**src/rtl/pattgen_pkg.sv**
```systemverilog
// Shared definitions for the multi-channel pattern generator: mode encodings,
// advance-counter width and per-width maximal-length LFSR tap masks.
package pattgen_pkg;

    typedef enum logic [1:0] {
        MODE_CONST = 2'b00,
        MODE_COUNT = 2'b01,
        MODE_LFSR  = 2'b10,
        MODE_WALK  = 2'b11
    } mode_e;

    localparam int unsigned ADV_CNT_W = 16;

    // Tap mask for a Fibonacci LFSR shifting left with feedback into bit0.
    function automatic logic [7:0] lfsr_taps(input int unsigned width);
        logic [7:0] taps;
        case (width)
            4:       taps = 8'h09;
            5:       taps = 8'h12;
            6:       taps = 8'h21;
            7:       taps = 8'h41;
            8:       taps = 8'h8E;
            default: taps = 8'h09;
        endcase
        return taps;
    endfunction

endpackage

```
**src/rtl/pattgen_prescaler.sv**
```systemverilog
// Free-running prescaler: counts 0..DIV-1 while run is high and emits a
// one-cycle tick on the terminal count; dropping run clears it.
module pattgen_prescaler #(
    parameter int unsigned DIV = 50_000_000
) (
    input  logic clk,
    input  logic rst_n,
    input  logic run_i,
    output logic tick_o
);

    localparam int unsigned CW = (DIV > 1) ? $clog2(DIV) : 1;
    localparam logic [CW-1:0] LAST = CW'(DIV - 1);

    logic [CW-1:0] cnt_q, cnt_d;
    logic          at_last;

    assign at_last = (cnt_q == LAST);
    assign tick_o  = run_i && at_last;

    always_comb begin
        cnt_d = cnt_q;
        if (!run_i) begin
            cnt_d = '0;
        end else if (at_last) begin
            cnt_d = '0;
        end else begin
            cnt_d = cnt_q + CW'(1);
        end
    end

    always_ff @(posedge clk or negedge rst_n) begin
        if (!rst_n) begin
            cnt_q <= '0;
        end else begin
            cnt_q <= cnt_d;
        end
    end

endmodule

```
**src/rtl/pattgen_multi.sv**
```systemverilog
// Multi-channel test-pattern generator: CONST, COUNT, LFSR and WALK modes,
// advanced by a step pulse or a prescaled free-run tick.
module pattgen_multi
    import pattgen_pkg::*;
#(
    parameter int unsigned WIDTH = 4,
    parameter int unsigned NCH   = 4,
    parameter int unsigned DIV   = 50_000_000
) (
    input  logic                   clk,
    input  logic                   rst_n,
    input  logic [1:0]             mode,
    input  logic                   step,
    input  logic                   run,
    output logic [NCH*WIDTH-1:0]   data,
    output logic                   valid,
    output logic [ADV_CNT_W-1:0]   adv_count
);

    localparam int unsigned   PW   = $clog2(WIDTH);
    localparam logic [7:0]    TAP8 = lfsr_taps(WIDTH);
    localparam logic [WIDTH-1:0] TAP = TAP8[WIDTH-1:0];

    mode_e                 mode_q;
    logic [WIDTH-1:0]      base_q;
    logic [PW-1:0]         ptr_q;
    logic                  valid_q;
    logic [ADV_CNT_W-1:0]  cnt_q;

    logic tick;
    logic reload;
    logic do_adv;

    pattgen_prescaler #(
        .DIV (DIV)
    ) u_prescaler (
        .clk    (clk),
        .rst_n  (rst_n),
        .run_i  (run),
        .tick_o (tick)
    );

    // A mode change wins over a simultaneous advance, which is dropped.
    assign reload = (mode_e'(mode) != mode_q);
    assign do_adv = !reload && (step || tick) && (mode_q != MODE_CONST);

    always_ff @(posedge clk or negedge rst_n) begin
        if (!rst_n) begin
            mode_q  <= MODE_CONST;
            base_q  <= '0;
            ptr_q   <= '0;
            valid_q <= 1'b0;
            cnt_q   <= '0;
        end else if (reload) begin
            mode_q  <= mode_e'(mode);
            base_q  <= '0;
            ptr_q   <= '0;
            valid_q <= 1'b1;
            cnt_q   <= '0;
        end else if (do_adv) begin
            valid_q <= 1'b1;
            cnt_q   <= cnt_q + ADV_CNT_W'(1);
            if (mode_q == MODE_COUNT) begin
                base_q <= base_q + WIDTH'(1);
            end
            if (mode_q == MODE_WALK) begin
                ptr_q <= (ptr_q == PW'(WIDTH - 1)) ? '0 : ptr_q + PW'(1);
            end
        end else begin
            valid_q <= 1'b0;
        end
    end

    assign valid     = valid_q;
    assign adv_count = cnt_q;

    for (genvar i = 0; i < NCH; i++) begin : g_ch
        logic [WIDTH-1:0] lfsr_q;
        logic [WIDTH-1:0] ch;

        // Seed i+1 is nonzero for every legal WIDTH/NCH pair, so the LFSR
        // can never reach its lock-up state.
        always_ff @(posedge clk or negedge rst_n) begin
            if (!rst_n) begin
                lfsr_q <= WIDTH'(i + 1);
            end else if (reload) begin
                lfsr_q <= WIDTH'(i + 1);
            end else if (do_adv && (mode_q == MODE_LFSR)) begin
                lfsr_q <= {lfsr_q[WIDTH-2:0], ^(lfsr_q & TAP)};
            end
        end

        always_comb begin
            ch = '0;
            case (mode_q)
                MODE_CONST: ch = WIDTH'(i + 1);
                MODE_COUNT: ch = base_q + WIDTH'(i);
                MODE_LFSR:  ch = lfsr_q;
                MODE_WALK:  ch = WIDTH'(1) << ((32'(ptr_q) + i) % WIDTH);
                default:    ch = '0;
            endcase
        end

        assign data[i*WIDTH +: WIDTH] = ch;
    end

endmodule

```
**config.mk**
```make
export PLATFORM = sky130hd
export DESIGN_NAME = pattgen_multi
export DESIGN_NICKNAME = d
export VERILOG_FILES = /design/src/rtl/pattgen_pkg.sv /design/src/rtl/pattgen_prescaler.sv /design/src/rtl/pattgen_multi.sv
export SDC_FILE = /design/constraint.sdc
export NUM_CORES = 1
export LEC_CHECK = 0
export ABC_AREA = 1
export CAP_MARGIN = 20
export CORE_ASPECT_RATIO = 1.75
export CORE_UTILIZATION = 60
export CTS_BUF_LIST = sky130_fd_sc_hd__clkbuf_4
export DETAILED_ROUTE_END_ITERATION = 10
export PLACE_DENSITY = 0.83
export SLEW_MARGIN = 20
export SYNTH_ARGS = -nofsm -noshare
export SYNTH_HDL_FRONTEND = slang
export SYNTH_SLANG_ARGS = --single-unit
```
**constraint.sdc**
```tcl
create_clock -name clk -period 3.8 [get_ports clk]
set_clock_uncertainty 0.1 [all_clocks]
set_input_delay 0.76 -clock clk [delete_from_list [all_inputs] [get_ports clk]]
set_output_delay 0.76 -clock clk [all_outputs]
set_load 0.005 [all_outputs]
```
==> results of run 1 <==
## state kept, by name, indices dropped and copies added (netlist names)
name,flops
u_prescaler.cnt_q,26
g_ch.lfsr_q,16
base_q,4
mode_q,2
valid,1
ptr_q,2
adv_count,16
## power groups by stage
stage          clock [mW]  combinational (mW)  sequential, mW
2_1_floorplan           0              0.0898           0.753
3_3_place_gp            0               0.135           0.755
3_5_place_dp            0               0.139           0.755
4_1_cts             0.388               0.140           0.742
5_1_grt             0.415               0.155           0.745
6_report            0.384               0.139           0.743
## Yosys cell counts, drive strengths merged
cell type	count	share of area
a21oi	5	0.0059
a31o	1	0.0021
and2	1	0.0015
buf	15	0.030
clkbuf	4	0.0035
clkinv	1	0.00089
dfrtp	62	0.37
dfstp	5	0.031
ha	13	0.038
inv	60	0.053
nand2	160	0.14
nand3	75	0.090
nand3b	1	0.0018
nand4	34	0.050
nor2	77	0.074
nor3	16	0.020
nor3b	3	0.0065
o2111ai	1	0.0021
o211ai	7	0.012
o21ai	11	0.013
o21bai	1	0.0018
o311ai	1	0.0021
or2	3	0.0044
xnor2	5	0.010
xor2	16	0.033
## metal layers
layer | vias to the layer above | GRT usage | part of all wire
met2 | 152 | 0.507 | 0.52
met4 | 0 | 0.200 | 0.047
met1 | 1887 | 0.347 | 0.39
met5 | - | 0 | 0
li1 | 1948 | - | -
met3 | 40 | 0.0504 | 0.049
## final cells by class
class,count,area share
Timing Repair Buffer,41,0.0848
Sequential cell,67,0.359
Multi-Input combinational cell,431,0.464
Inverter,61,0.0488
Clock inverter,4,0.00427
Clock buffer,10,0.0160
Tap cell,84,0.0224
Antenna cell,1,0.000533
## kinds of logic (layout without fill, tap and decap cells)
| family | Yosys count | after routing | synth area share |
|---|---|---|---|
| DFF | 67 | 67 | 0.398 |
| and+or+nand+nor | 370 | 370 | 0.394 |
| xor gates and xnor gates | 21 | 21 | 0.0435 |
| other | 0 | 1 | 0 |
| buffers and inverters | 80 | 116 | 0.0873 |
| adders and majority gates | 13 | 13 | 0.0385 |
| AOI/OAI and AO/OA | 27 | 27 | 0.0393 |
## how the worst min path moves through the flow
stage                            to            startpoint
6_report       u_prescaler.cnt_q[6]                 rst_n
5_1_grt        u_prescaler.cnt_q[0]  u_prescaler.cnt_q[0]
4_1_cts        u_prescaler.cnt_q[0]  u_prescaler.cnt_q[0]
3_5_place_dp   u_prescaler.cnt_q[0]  u_prescaler.cnt_q[0]
3_3_place_gp   u_prescaler.cnt_q[0]  u_prescaler.cnt_q[0]
2_1_floorplan  u_prescaler.cnt_q[0]  u_prescaler.cnt_q[0]
==> metrics.txt, run 1 <==
# TYPE chip_impl_metric gauge
chip_impl_info{name="crit_start",value="mode_q[1]"} 1
chip_impl_metric{name="die_y",unit="um"} 113
chip_impl_metric{name="gr-total-overflow",unit=""} 0
chip_impl_metric{name="multiInputGateArea",unit="sq um"} 2180
chip_impl_metric{name="final-seq-area",unit="sq um"} 1680
chip_impl_metric{name="finalWorstSetupSlack",unit="ns"} 0.592
chip_impl_metric{name="final_design_area_no_fill",unit="sq um"} 4690
chip_impl_info{name="crit_path_cell_chain",value="inv_1 -> nor2_4 -> nand2_1 -> o211ai_1 -> clkdlybuf4s50_1"} 1
chip_impl_metric{name="grt_first_pass_wirelength",unit="um"} 17100
chip_impl_info{name="layout_common_cells",value="nand2_1, nand3_1, nor2_1"} 1
chip_impl_metric{name="worst_path_largest_cell_delay",unit="ns"} 0.52
chip_impl_metric{name="layout_worst_path_cycle_share",unit=""} 0.844
chip_impl_metric{name="leakagePower",unit="nW"} 2.24
chip_impl_metric{name="crit_path_max_fanout",unit=""} 27
chip_impl_metric{name="synth.net_count",unit=""} 597
chip_impl_metric{name="synth_area",unit="sq um"} 4230
chip_impl_metric{name="first_global_vias",unit=""} 3851
chip_impl_metric{name="drive_gt1_frac",unit=""} 0.0684
chip_impl_metric{name="layout_min_cycle_time",unit="ns"} 3.21
chip_impl_metric{name="fin_tns_setup",unit="ns"} 0
chip_impl_metric{name="ys_warn_count",unit=""} 0
chip_impl_info{name="worst_reg2reg_endpoint",value="base_q[2]"} 1
chip_impl_metric{name="totalWireLength",unit="um"} 10300
chip_impl_info{name="sort_of_element_at_the_start_of_the_critical_path",value="register"} 1
chip_impl_metric{name="worst_slew_pin_tran",unit="ns"} 0.983
chip_impl_metric{name="dr_total_vias",unit=""} 4027
chip_impl_metric{name="clock-sinks",unit=""} 67
chip_impl_metric{name="crit_arrival",unit="ns"} 2.35
chip_impl_metric{name="placementRows",unit=""} 40
chip_impl_metric{name="pwrdens",unit="nW/um^2"} 270
chip_impl_info{name="library_cell_used_as_clock_root_buffer",value="clkbuf_4"} 1
chip_impl_metric{name="share_comb_of_total_power",unit=""} 0.110
chip_impl_metric{name="final.fill_count",unit=""} 546
chip_impl_metric{name="logic_depth_of_the_worst_path_buffers_included",unit=""} 5
chip_impl_metric{name="ioPinCount",unit=""} 39
chip_impl_metric{name="floorplan_die_area",unit="sq um"} 7400
chip_impl_metric{name="number_of_buffer_and_inverter_instances_along_the_worst_setup_path",unit=""} 2
chip_impl_metric{name="cts_max_path_bufs",unit=""} 2
chip_impl_metric{name="vdd_ir_drop_max",unit="mV"} 0.255
chip_impl_metric{name="post_synth_num_cell_types",unit=""} 36
chip_impl_metric{name="cell_internal_pwr",unit="uW"} 903
chip_impl_info{name="critical-path-slowest-cell",value="clkdlybuf4s50_1"} 1
chip_impl_info{name="outcome",value="completed"} 1
chip_impl_metric{name="worstRegToRegCells",unit=""} 11
chip_impl_info{name="grt_setup_unrepaired",value="false"} 1
chip_impl_metric{name="switching_part_of_the_total",unit=""} 0.287
chip_impl_info{name="r2r-start",value="u_prescaler.cnt_q[0]"} 1
chip_impl_metric{name="maxCapViolCount",unit=""} 0
chip_impl_info{name="tritoncts_clock_tree",value="built"} 1
chip_impl_metric{name="design.core.area",unit="sq um"} 6860
chip_impl_metric{name="cts.reportedPaths.clkPinSlew",unit="ns"} 0.10
chip_impl_metric{name="max-slew-margin-rel",unit=""} 0.344
chip_impl_metric{name="r2r_slack",unit="ns"} 1.35
chip_impl_metric{name="syn_area_per_cell",unit="sq um"} 7.32
chip_impl_metric{name="sequential_area_share_after_synthesis",unit=""} 0.398
chip_impl_metric{name="count_of_buffers_from_port_buffering",unit=""} 38
chip_impl_info{name="mostFrequentLayoutCell",value="nand2_1"} 1
chip_impl_metric{name="total_of_flip_flops_plus_latches_after_synthesis",unit=""} 67
chip_impl_metric{name="post-place-ws",unit="ns"} 1.03
chip_impl_metric{name="cts_setup_buffers",unit=""} 0
chip_impl_metric{name="cts_inserted_buffers",unit=""} 9
chip_impl_metric{name="sequentialPowerShare",unit=""} 0.587
chip_impl_metric{name="floorplan.initialDensity",unit=""} 0.617
chip_impl_metric{name="final-hold-violation-count",unit=""} 0
chip_impl_metric{name="avgViaCountPerCell",unit=""} 5.76
chip_impl_metric{name="final-max-slew-violation-count",unit=""} 0
chip_impl_metric{name="detailedPlacementHpwl",unit="um"} 7350
chip_impl_metric{name="maximum_number_of_pins_on_one_net_before_global_route_repair",unit=""} 68
chip_impl_metric{name="drt_pass1_iterations",unit=""} 6
chip_impl_metric{name="cts.repair.resized",unit=""} 0
chip_impl_metric{name="drt.antenna.violating_nets",unit=""} 0
chip_impl_metric{name="maxClockFrequency",unit="GHz"} 0.312
chip_impl_metric{name="postPlaceCellArea",unit="sq um"} 4590
chip_impl_metric{name="clk-insertion-delay-late",unit="ns"} 0.44
chip_impl_metric{name="global_route.usage.total",unit=""} 0.303
chip_impl_metric{name="place.gp.congestion",unit=""} 0.924
chip_impl_info{name="worstSetupEndpointType",value="output port"} 1
chip_impl_metric{name="finalNonFillerCells",unit=""} 699
chip_impl_info{name="worstSetupPathType",value="reg2out"} 1
chip_impl_metric{name="timing.critical_path.required",unit="ns"} 2.94
chip_impl_metric{name="synthesis.instances",unit=""} 578
chip_impl_metric{name="synthToLayoutAreaGrowth",unit="%"} 10.9
chip_impl_metric{name="power",unit="mW"} 1.27
chip_impl_info{name="hold_path.class",value="in2async"} 1
chip_impl_metric{name="clock_tree.htree_level_count",unit=""} 3
chip_impl_metric{name="fp.dieW",unit="um"} 65.5
chip_impl_metric{name="layout.core_utilization",unit=""} 0.684
chip_impl_info{name="critical_path.endpoint",value="data[1]"} 1
chip_impl_metric{name="grt_antenna_before_repair",unit=""} 1
chip_impl_metric{name="drc_errors",unit=""} 0
chip_impl_metric{name="worst_hold_slack",unit="ns"} 0.392
chip_impl_metric{name="first_iter_violations",unit=""} 315
chip_impl_metric{name="nets",unit=""} 630
chip_impl_metric{name="total_switching_power",unit="uW"} 363
chip_impl_metric{name="power.clock.fraction",unit=""} 0.303
chip_impl_metric{name="detail_route.wl_per_cell",unit="um"} 14.7
chip_impl_metric{name="setup_violation_total_in_the_final_timing_report",unit=""} 0
chip_impl_metric{name="place_inst",unit=""} 684
chip_impl_metric{name="hold_buffers",unit=""} 0
chip_impl_info{name="crit_family",value="buffers and inverters"} 1
Power figures use the tool's default switching activity.
==> run 2, diff against run 1 <==
- CORE_UTILIZATION: 60 -> 54
- PLACE_DENSITY: 0.83 -> 0.79
- clock period: 3.8 -> 2.7 ns (I/O delays scaled with it)
==> run 2 against run 1 <==
  * Setup slack lost 0.53 ns
  * Register-to-register slack lost 0.87 ns
  * Combinational power grew 65%
  * Design area grew 7.1%
  * Clock-buffer cell count is the same
  * Critical endpoint is now data[13]
==> metrics.txt, run 2 (synthesis results as in run 1) <==
# TYPE chip_impl_metric gauge
chip_impl_metric{name="totalWireLength",unit="um"} 10900
chip_impl_info{name="library_cell_used_as_clock_root_buffer",value="clkbuf_4"} 1
chip_impl_metric{name="layout.core_utilization",unit=""} 0.664
chip_impl_metric{name="worst_path_largest_cell_delay",unit="ns"} 0.53
chip_impl_info{name="sort_of_element_at_the_start_of_the_critical_path",value="register"} 1
chip_impl_metric{name="first_global_vias",unit=""} 3859
chip_impl_metric{name="synthToLayoutAreaGrowth",unit="%"} 18.8
chip_impl_info{name="layout_common_cells",value="nand2_1, nand3_1, nor2_1"} 1
chip_impl_metric{name="cts.reportedPaths.clkPinSlew",unit="ns"} 0.11
chip_impl_metric{name="ioPinCount",unit=""} 39
chip_impl_metric{name="layout_min_cycle_time",unit="ns"} 2.64
chip_impl_metric{name="worst_hold_slack",unit="ns"} 0.0225
chip_impl_info{name="top_register",value="u_prescaler.cnt_q"} 1
chip_impl_metric{name="drt_pass1_iterations",unit=""} 6
chip_impl_metric{name="worst_slew_pin_tran",unit="ns"} 0.456
chip_impl_info{name="worst_reg2reg_endpoint",value="adv_count[13]"} 1
chip_impl_metric{name="count_of_buffers_from_port_buffering",unit=""} 38
chip_impl_info{name="grt-busiest-layer",value="met2"} 1
chip_impl_metric{name="pwrdens",unit="nW/um^2"} 446
chip_impl_info{name="critical-path-slowest-cell",value="clkdlybuf4s50_1"} 1
chip_impl_metric{name="hold_buffers",unit=""} 0
chip_impl_metric{name="use_met2",unit=""} 0.497
chip_impl_metric{name="grt_antenna_before_repair",unit=""} 1
chip_impl_info{name="outcome",value="completed"} 1
chip_impl_metric{name="use_met3",unit=""} 0.0632
chip_impl_metric{name="setup_violation_total_in_the_final_timing_report",unit=""} 0
chip_impl_info{name="tritoncts_clock_tree",value="built"} 1
chip_impl_info{name="mostFrequentLayoutCell",value="nand2_1"} 1
chip_impl_info{name="crit_family",value="buffers and inverters"} 1
chip_impl_metric{name="maxCapViolCount",unit=""} 0
chip_impl_metric{name="floorplan.initialDensity",unit=""} 0.559
chip_impl_metric{name="detailedPlacementHpwl",unit="um"} 7670
chip_impl_metric{name="cts_max_path_bufs",unit=""} 2
chip_impl_metric{name="crit_path_max_fanout",unit=""} 4
chip_impl_metric{name="place_inst",unit=""} 696
chip_impl_metric{name="final-hold-violation-count",unit=""} 0
chip_impl_metric{name="drt.antenna.violating_nets",unit=""} 0
chip_impl_metric{name="design.core.area",unit="sq um"} 7570
chip_impl_metric{name="gr-total-overflow",unit=""} 0
chip_impl_metric{name="number_of_buffer_and_inverter_instances_along_the_worst_setup_path",unit=""} 3
chip_impl_metric{name="floorplan_die_area",unit="sq um"} 8210
chip_impl_metric{name="drive_gt1_frac",unit=""} 0.121
chip_impl_metric{name="timing.critical_path.required",unit="ns"} 2.06
chip_impl_metric{name="detail_route.wl_per_cell",unit="um"} 15.1
chip_impl_metric{name="clock-sinks",unit=""} 67
chip_impl_metric{name="final_design_area_no_fill",unit="sq um"} 5030
chip_impl_metric{name="maxClockFrequency",unit="GHz"} 0.379
chip_impl_metric{name="maximum_number_of_pins_on_one_net_before_global_route_repair",unit=""} 41
chip_impl_metric{name="nets",unit=""} 649
chip_impl_metric{name="post-place-ws",unit="ns"} 0.258
chip_impl_info{name="r2r-start",value="u_prescaler.cnt_q[0]"} 1
chip_impl_metric{name="finalNonFillerCells",unit=""} 724
chip_impl_metric{name="fp.dieW",unit="um"} 68.9
chip_impl_metric{name="final-max-slew-violation-count",unit=""} 0
chip_impl_metric{name="leakagePower",unit="nW"} 2.50
chip_impl_metric{name="placementRows",unit=""} 42
chip_impl_metric{name="largest_register_ffs",unit=""} 26
chip_impl_metric{name="layout_worst_path_cycle_share",unit=""} 0.978
chip_impl_metric{name="clk-insertion-delay-late",unit="ns"} 0.44
chip_impl_metric{name="fin_tns_setup",unit="ns"} 0
chip_impl_metric{name="dr_total_vias",unit=""} 4062
chip_impl_info{name="worstSetupPathType",value="reg2out"} 1
chip_impl_metric{name="power",unit="mW"} 2.24
chip_impl_metric{name="vdd_ir_drop_max",unit="mV"} 0.414
chip_impl_metric{name="finalWorstSetupSlack",unit="ns"} 0.0602
chip_impl_metric{name="avgViaCountPerCell",unit=""} 5.61
chip_impl_metric{name="final.fill_count",unit=""} 646
chip_impl_metric{name="crit_arrival",unit="ns"} 2.00
chip_impl_metric{name="first_iter_violations",unit=""} 343
chip_impl_metric{name="drc_errors",unit=""} 0
chip_impl_metric{name="worstRegToRegCells",unit=""} 12
chip_impl_info{name="worstSetupEndpointType",value="output port"} 1
chip_impl_metric{name="grt_first_pass_wirelength",unit="um"} 17600
chip_impl_metric{name="postPlaceCellArea",unit="sq um"} 4670
chip_impl_metric{name="place.gp.congestion",unit=""} 0.951
chip_impl_metric{name="cts_inserted_buffers",unit=""} 9
chip_impl_metric{name="die_y",unit="um"} 119
chip_impl_metric{name="clock_tree.htree_level_count",unit=""} 3
chip_impl_metric{name="grt_use_met1",unit=""} 0.318
chip_impl_metric{name="r2r_slack",unit="ns"} 0.48
chip_impl_metric{name="max-slew-margin-rel",unit=""} 0.696
chip_impl_metric{name="global_route.usage.total",unit=""} 0.290
chip_impl_info{name="hold_path.class",value="in2async"} 1
chip_impl_info{name="crit_path_cell_chain",value="inv_2 -> buf_4 -> ha_4 -> o211ai_1 -> clkdlybuf4s50_1"} 1
==> run 2: changes by cell type in the layout (fill, tap and decap cells not counted), sizes merged <==
| cell | before | now |
|---|---|---|
| buf | 4 | 23 |
| bufinv | 0 | 4 |
| clkdlybuf4s50 | 37 | 28 |
| clkinv | 4 | 3 |
| clkinvlp | 1 | 0 |
| dlygate4sd2 | 0 | 3 |
| dlymetal6s2s | 0 | 6 |
==> run 2: layout make-up <==
cell class              count  area, sq um  share of cell area
clock inverters             6          138              0.0274
diodes                      1         2.50            0.000498
well taps                  88          110              0.0219
multi-input cells         431         2210               0.439
flip-flops and latches     67         1690               0.336
inverters                  61          230              0.0458
clock buffers              10         75.1              0.0149
repair buffers             60          577               0.115
==> run 2: repair_timing <==
| action | in CTS | in global routing |
|---|---|---|
| endpoints found under the setup margin | 16 | 12 |
| resized for setup | 8 | 14 |
| cloned | 0 | 0 |
| setup buffers | 7 | 4 |
| pin swaps | 3 | 3 |
==> run 2: worst max-delay path by stage <==
stage	start	end	slack, ns	depth (start not counted)
4_1_cts	base_q[1]	data[10]	0.003	4
3_5_place_dp	mode_q[0]	data[11]	0.26	5
6_report	base_q[1]	data[13]	0.06	5
3_3_place_gp	mode_q[0]	data[11]	0.33	5
2_1_floorplan	base_q[1]	data[7]	0.97	6
5_1_grt	mode_q[1]	data[2]	-0.02	6
==> run 2: per-layer routing <==
metal	part of all wire	vias to the layer above	wire length, um
met5	0	-	0
met4	0.046	0	502
met3	0.052	44	571
met2	0.53	152	5830
met1	0.37	1868	4000
li1	-	1998	-
==> run 2: where the power goes <==
part | internal [mW] | switching, mW
Combinational | 0.0859 | 0.143
Sequential | 1.03 | 0.0212
Clock | 0.575 | 0.389
Total | 1.69 | 0.554
